[config.mk]
export PLATFORM = sky130hd
export DESIGN_NAME = tick_scheduler
export DESIGN_NICKNAME = d
export VERILOG_FILES = /design/src/rtl/tick_sched_pkg.sv /design/src/rtl/tick_scheduler_channel.sv /design/src/rtl/tick_scheduler.sv
export SDC_FILE = /design/constraint.sdc
export NUM_CORES = 1
export LEC_CHECK = 0
export CORE_MARGIN = 3
export CORE_UTILIZATION = 30
export CTS_CLUSTER_DIAMETER = 30
export DETAILED_ROUTE_END_ITERATION = 10
export GPL_ROUTABILITY_DRIVEN = 0
export SLEW_MARGIN = 25
export SYNTH_ARGS = -nofsm -noshare
export SYNTH_HDL_FRONTEND = slang
export SYNTH_SLANG_ARGS = --single-unit
[constraint.sdc]
create_clock -name clk_fpga -period 3.33 [get_ports clk_fpga]
set_input_delay 0.999 -clock clk_fpga [delete_from_list [all_inputs] [get_ports clk_fpga]]
set_output_delay 0.999 -clock clk_fpga [all_outputs]
set_load 0.02 [all_outputs]
[src/rtl/tick_sched_pkg.sv]
// tick_scheduler shared types: command ops, channel states
// and prescaler sizing helpers.
package tick_sched_pkg;

  typedef enum logic [1:0] {
    OP_STOP     = 2'd0,
    OP_ONESHOT  = 2'd1,
    OP_PERIODIC = 2'd2,
    OP_RSVD     = 2'd3
  } op_e;

  typedef enum logic [1:0] {
    IDLE    = 2'd0,
    RUN_ONE = 2'd1,
    RUN_PER = 2'd2
  } ch_state_e;

  function automatic int calc_div(
    input int clk_hz,
    input int tick_hz
  );
    return clk_hz / tick_hz;
  endfunction

  function automatic int calc_cnt_w(
    input int clk_hz,
    input int tick_hz
  );
    int d;
    d = calc_div(clk_hz, tick_hz);
    return (d <= 2) ? 1 : $clog2(d);
  endfunction

endpackage

[src/rtl/tick_scheduler_channel.sv]
// One timer channel: counts base-tick strobes down from a
// loaded period and pulses tick on expiry.
module tick_channel
  import tick_sched_pkg::*;
#(
  parameter int PERIOD_W = 16
) (
  input  logic                clk_fpga,
  input  logic                rst_n,
  input  logic                str,
  input  logic                load,
  input  logic                stop,
  input  op_e                 op,
  input  logic [PERIOD_W-1:0] period,
  output logic                tick,
  output logic                active
);

  ch_state_e           state_q, state_d;
  logic [PERIOD_W-1:0] rem_q, rem_d;
  logic [PERIOD_W-1:0] per_q, per_d;
  logic                tick_q, tick_d;

  always_ff @(posedge clk_fpga or negedge rst_n) begin
    if (!rst_n) begin
      state_q <= IDLE;
      rem_q   <= '0;
      per_q   <= '0;
      tick_q  <= 1'b0;
    end else begin
      state_q <= state_d;
      rem_q   <= rem_d;
      per_q   <= per_d;
      tick_q  <= tick_d;
    end
  end

  // load/stop never coincide with str: the port is not ready on str
  always_comb begin
    state_d = state_q;
    rem_d   = rem_q;
    per_d   = per_q;
    tick_d  = 1'b0;
    unique case (1'b1)
      load: begin
        per_d   = period;
        rem_d   = period;
        state_d = (op == OP_PERIODIC) ? RUN_PER : RUN_ONE;
      end
      stop: begin
        state_d = IDLE;
        rem_d   = '0;
      end
      (str && state_q != IDLE): begin
        if (rem_q == PERIOD_W'(1)) begin
          tick_d = 1'b1;
          if (state_q == RUN_PER) begin
            rem_d = per_q;
          end else begin
            state_d = IDLE;
            rem_d   = '0;
          end
        end else begin
          rem_d = rem_q - PERIOD_W'(1);
        end
      end
      default: ;
    endcase
  end

  assign tick   = tick_q;
  assign active = (state_q != IDLE);

endmodule

[src/rtl/tick_scheduler.sv]
// Shared 1 ms-style time base: one prescaler feeding
// NUM_CH command-configured timer channels.
module tick_scheduler
  import tick_sched_pkg::*;
#(
  parameter int CLK_HZ   = 100_000_000,
  parameter int TICK_HZ  = 1000,
  parameter int NUM_CH   = 4,
  parameter int PERIOD_W = 16,
  localparam int CH_W    = (NUM_CH > 1) ? $clog2(NUM_CH) : 1
) (
  input  logic                clk_fpga,
  input  logic                rst_n,
  input  logic                cfg_valid,
  output logic                cfg_ready,
  input  logic [CH_W-1:0]     cfg_ch,
  input  logic [1:0]          cfg_op,
  input  logic [PERIOD_W-1:0] cfg_period,
  output logic                base_tick,
  output logic [NUM_CH-1:0]   tick_out,
  output logic [NUM_CH-1:0]   ch_active
);

  localparam int DIV   = calc_div(CLK_HZ, TICK_HZ);
  localparam int CNT_W = calc_cnt_w(CLK_HZ, TICK_HZ);

  logic [CNT_W-1:0] cnt_q;
  logic             str;
  logic             base_q;

  assign str = (cnt_q == CNT_W'(DIV - 1));

  always_ff @(posedge clk_fpga or negedge rst_n) begin
    if (!rst_n) begin
      cnt_q  <= '0;
      base_q <= 1'b0;
    end else begin
      cnt_q  <= str ? '0 : cnt_q + CNT_W'(1);
      base_q <= str;
    end
  end

  assign base_tick = base_q;
  assign cfg_ready = !str;

  logic accept;
  op_e  cmd_op;
  logic cmd_run;

  assign accept  = cfg_valid && cfg_ready;
  assign cmd_op  = op_e'(cfg_op);
  // zero period and the reserved op both fall back to STOP
  assign cmd_run = ((cmd_op == OP_ONESHOT) ||
                    (cmd_op == OP_PERIODIC)) &&
                   (cfg_period != '0);

  for (genvar i = 0; i < NUM_CH; i++) begin : g_ch
    logic sel;
    assign sel = accept && (cfg_ch == CH_W'(i));

    tick_channel #(
      .PERIOD_W(PERIOD_W)
    ) u_ch (
      .clk_fpga(clk_fpga),
      .rst_n   (rst_n),
      .str     (str),
      .load    (sel && cmd_run),
      .stop    (sel && !cmd_run),
      .op      (cmd_op),
      .period  (cfg_period),
      .tick    (tick_out[i]),
      .active  (ch_active[i])
    );
  end

endmodule
==> results.json <==
{
  "outcome": "completed",
  "ys_warn_count": 0,
  "leakage_nw": 4.29,
  "drive_above_1_share": 0.161,
  "synth_top_area_frac": 0.428,
  "drc": 0,
  "rsz0062_at_grt": "no",
  "ant_nets": 0,
  "row_count": 63,
  "crit_slowest_cell": "clkdlybuf4s50_1",
  "die_x_microns": 181,
  "hold_path.class": "register to register",
  "cts_max_level": 4,
  "path_cells": "nor2_1 > inv_1 > clkdlybuf4s50_1",
  "yosys_register_bits": 158,
  "cp-start-kind": "register",
  "cp_slowest_stage_delay_ns": 0.61,
  "synthFlopType": "dfrtp_1",
  "area_growth_pct": 17.1,
  "cts_hold_buf": 0,
  "cts_tree": "yes",
  "start_util": 0.308,
  "maxCapViolCount": 0,
  "num_io_pins": 33,
  "overflow": 0,
  "core_sq_um": 30000,
  "antenna_found_initial": 0,
  "vias": 8028,
  "routed_via_density": 5.67,
  "dieArea_sq_um": 32900,
  "final_common_cell": "dfrtp_1",
  "period_minus_slack_ns": 3.23,
  "setup_viol": 0,
  "grt_pass1_wl_microns": 45600,
  "avgRoutedWirePerCell_microns": 20.1,
  "grt_max_degree": 74,
  "dieHeight_microns": 181,
  "powerDensity_nw_per_um2": 542,
  "drt_iter0_markers": 598,
  "path_delay_family": "buffers and inverters",
  "synth_cells": 972,
  "cts_buffers": 17,
  "ctsLongestPathBuffers": 2,
  "crit_type": "register to primary output",
  "synth_edf_count": 0,
  "post_cts_buffers": 0,
  "antennaDiodeCount": 0,
  "startpoint": "g_ch[2].u_ch.state_q[1]",
  "hp-start": "cnt_q[0]",
  "dp_hpwl_microns": 19800,
  "worst_slew_pin_slew_ns": 0.911,
  "avgSynthCellArea_sq_um": 9.50,
  "max_slew_margin": 0.385,
  "cts-root-buf": "clkbuf_16",
  "first_pass_iters": 5,
  "fin_nets": 1046,
  "final_max_slew_viol_count": 0,
  "synthArstFlopShare": 1.00,
  "cts.sinks": 158,
  "fin_crit_sh": 0.971,
  "grt_pass1_vias": 7960,
  "r2r_start": "cnt_q[12]",
  "finClkSkew_ns": 0.0101,
  "path_clk_slew_ns": 0.07,
  "post_cts_resized": 1,
  "clock_latency_ns": 0.44,
  "io_buffer_count": 32,
  "crit_buf_inv": 2,
  "synth_area_sq_um": 9240,
  "synth_cell_types": 82,
  "endpoint_kind": "primary output",
  "setup-tns-final_ns": 0,
  "final_cell_mix": "158 x dfrtp_1, 77 x nor2_1, 67 x nand2_1",
  "seq_area_frac_synth": 0.428,
  "routed_wl_microns": 28400,
  "ir_drop_mv": 0.230,
  "hold_viol_final": 0,
  "critPathArrivalTime_ns": 2.23,
  "grt_util_all_layers": 0.175,
  "critical_path_peak_fanout": 5,
  "worstPathRequired_ns": 2.33,
  "timing.hold.ws_ns": 0.483,
  "clock.fmax_mhz": 309,
  "yosys.area.top_type": "dfrtp_1",
  "synth_area_leaders": "dfrtp_1 43%, mux2_2 6.8%, a21oi_1 3.1%, nor2_1 3.1%, xnor2_1 3.1%",
  "synth_fp_nets": 1005
}
-- state kept, by name, summed over array words and instances (netlist names) --
signal             count
g_ch.u_ch.rem_q       64
g_ch.u_ch.tick         4
cnt_q                 17
g_ch.u_ch.state_q      8
g_ch.u_ch.per_q       64
base_tick              1
-- cell usage after synthesis (all sizes together), types with 6 or more instances --
cell    count
a21o        7
a21oi      58
a221oi      9
a22o        7
a31oi      33
and2        6
and3       21
buf        28
clkbuf     36
dfrtp     158
ha         10
inv        36
mux2       57
mux2i      12
nand2      67
nand2b      8
nand3      39
nand4      24
nor2       80
nor2b      11
nor3       27
nor4       26
nor4b       7
o211ai     12
o21ai      29
o221ai      6
o22ai       8
or3         9
or4         8
xnor2      33
xor2       14
-- per-layer routing --
layer	vias to the layer above	part of all wire	GRT usage
li1	3699	-	-
met5	-	0	0
met3	55	0.061	0.0349
met4	0	0.027	0.0582
met2	291	0.45	0.273
met1	3983	0.46	0.242
-- report_power, final --
group | switching (W) | internal (W)
clock network | 0.000860 | 0.00112
registers | 0.000340 | 0.00227
logic | 0.000669 | 0.000601
-- cell type report --
| type | instances | area, sq um |
|---|---|---|
| repair buffers | 86 | 801 |
| well taps | 390 | 488 |
| flip-flops and latches | 158 | 3950 |
| clock inverters | 14 | 158 |
| multi-input cells | 714 | 4850 |
| clock buffers | 18 | 429 |
| inverters | 36 | 135 |
| fillers | 3010 | 19100 |
-- kinds of logic (layout without fill, tap and decap cells) --
logic type | Yosys count | in the layout | share of synthesized area
AO/OA/AOI/OAI | 230 | 230 | 0.169
XOR/XNOR | 47 | 47 | 0.0446
adder cells (fa/ha/maj) | 10 | 10 | 0.0135
buffers and inverters | 100 | 154 | 0.0481
flip-flops | 158 | 158 | 0.428
multiplexers | 69 | 69 | 0.0865
AND/OR/NAND/NOR | 358 | 358 | 0.210
-- worst paths after layout --
kind / to / slack, ns / cells past startpoint
worst max-delay path: ch_active[2] / 0.1 / 3
worst min-delay path: cnt_q[0] / 0.48 / 1
worst max register to register: g_ch[2].u_ch.state_q[0] / 0.43 / 6
worst min register to register: cnt_q[0] / 0.48 / 1
max in group asynchronous: g_ch[2].u_ch.rem_q[10] / 2.02 / 2
min in group asynchronous: g_ch[3].u_ch.per_q[10] / 0.60 / 1
-- per-stage QoR --
stage	util	setup WS (ns)	instance area, sq um	power, W	cells
floorplan	-	0.239	9240	0.00342	972
global placement	0.341	0.0917	10200	0.00386	1384
detailed placement	0.341	0.00298	10200	0.00389	1384
CTS	0.361	0.107	10800	0.00589	1416
global route	0.361	0.0139	10800	0.00618	1416
finish	0.361	0.0964	10800	0.00586	1416
-- worst reg2reg max path: stages, from the launching register on --
cell      delay, ns
dfrtp_1        0.42
or4b_4         0.60
nor4_4         0.32
buf_4          0.47
o211ai_1       0.43
nand3_2        0.21
mux2_1         0.33
Note: power is estimated with default switching activity, not from simulation.
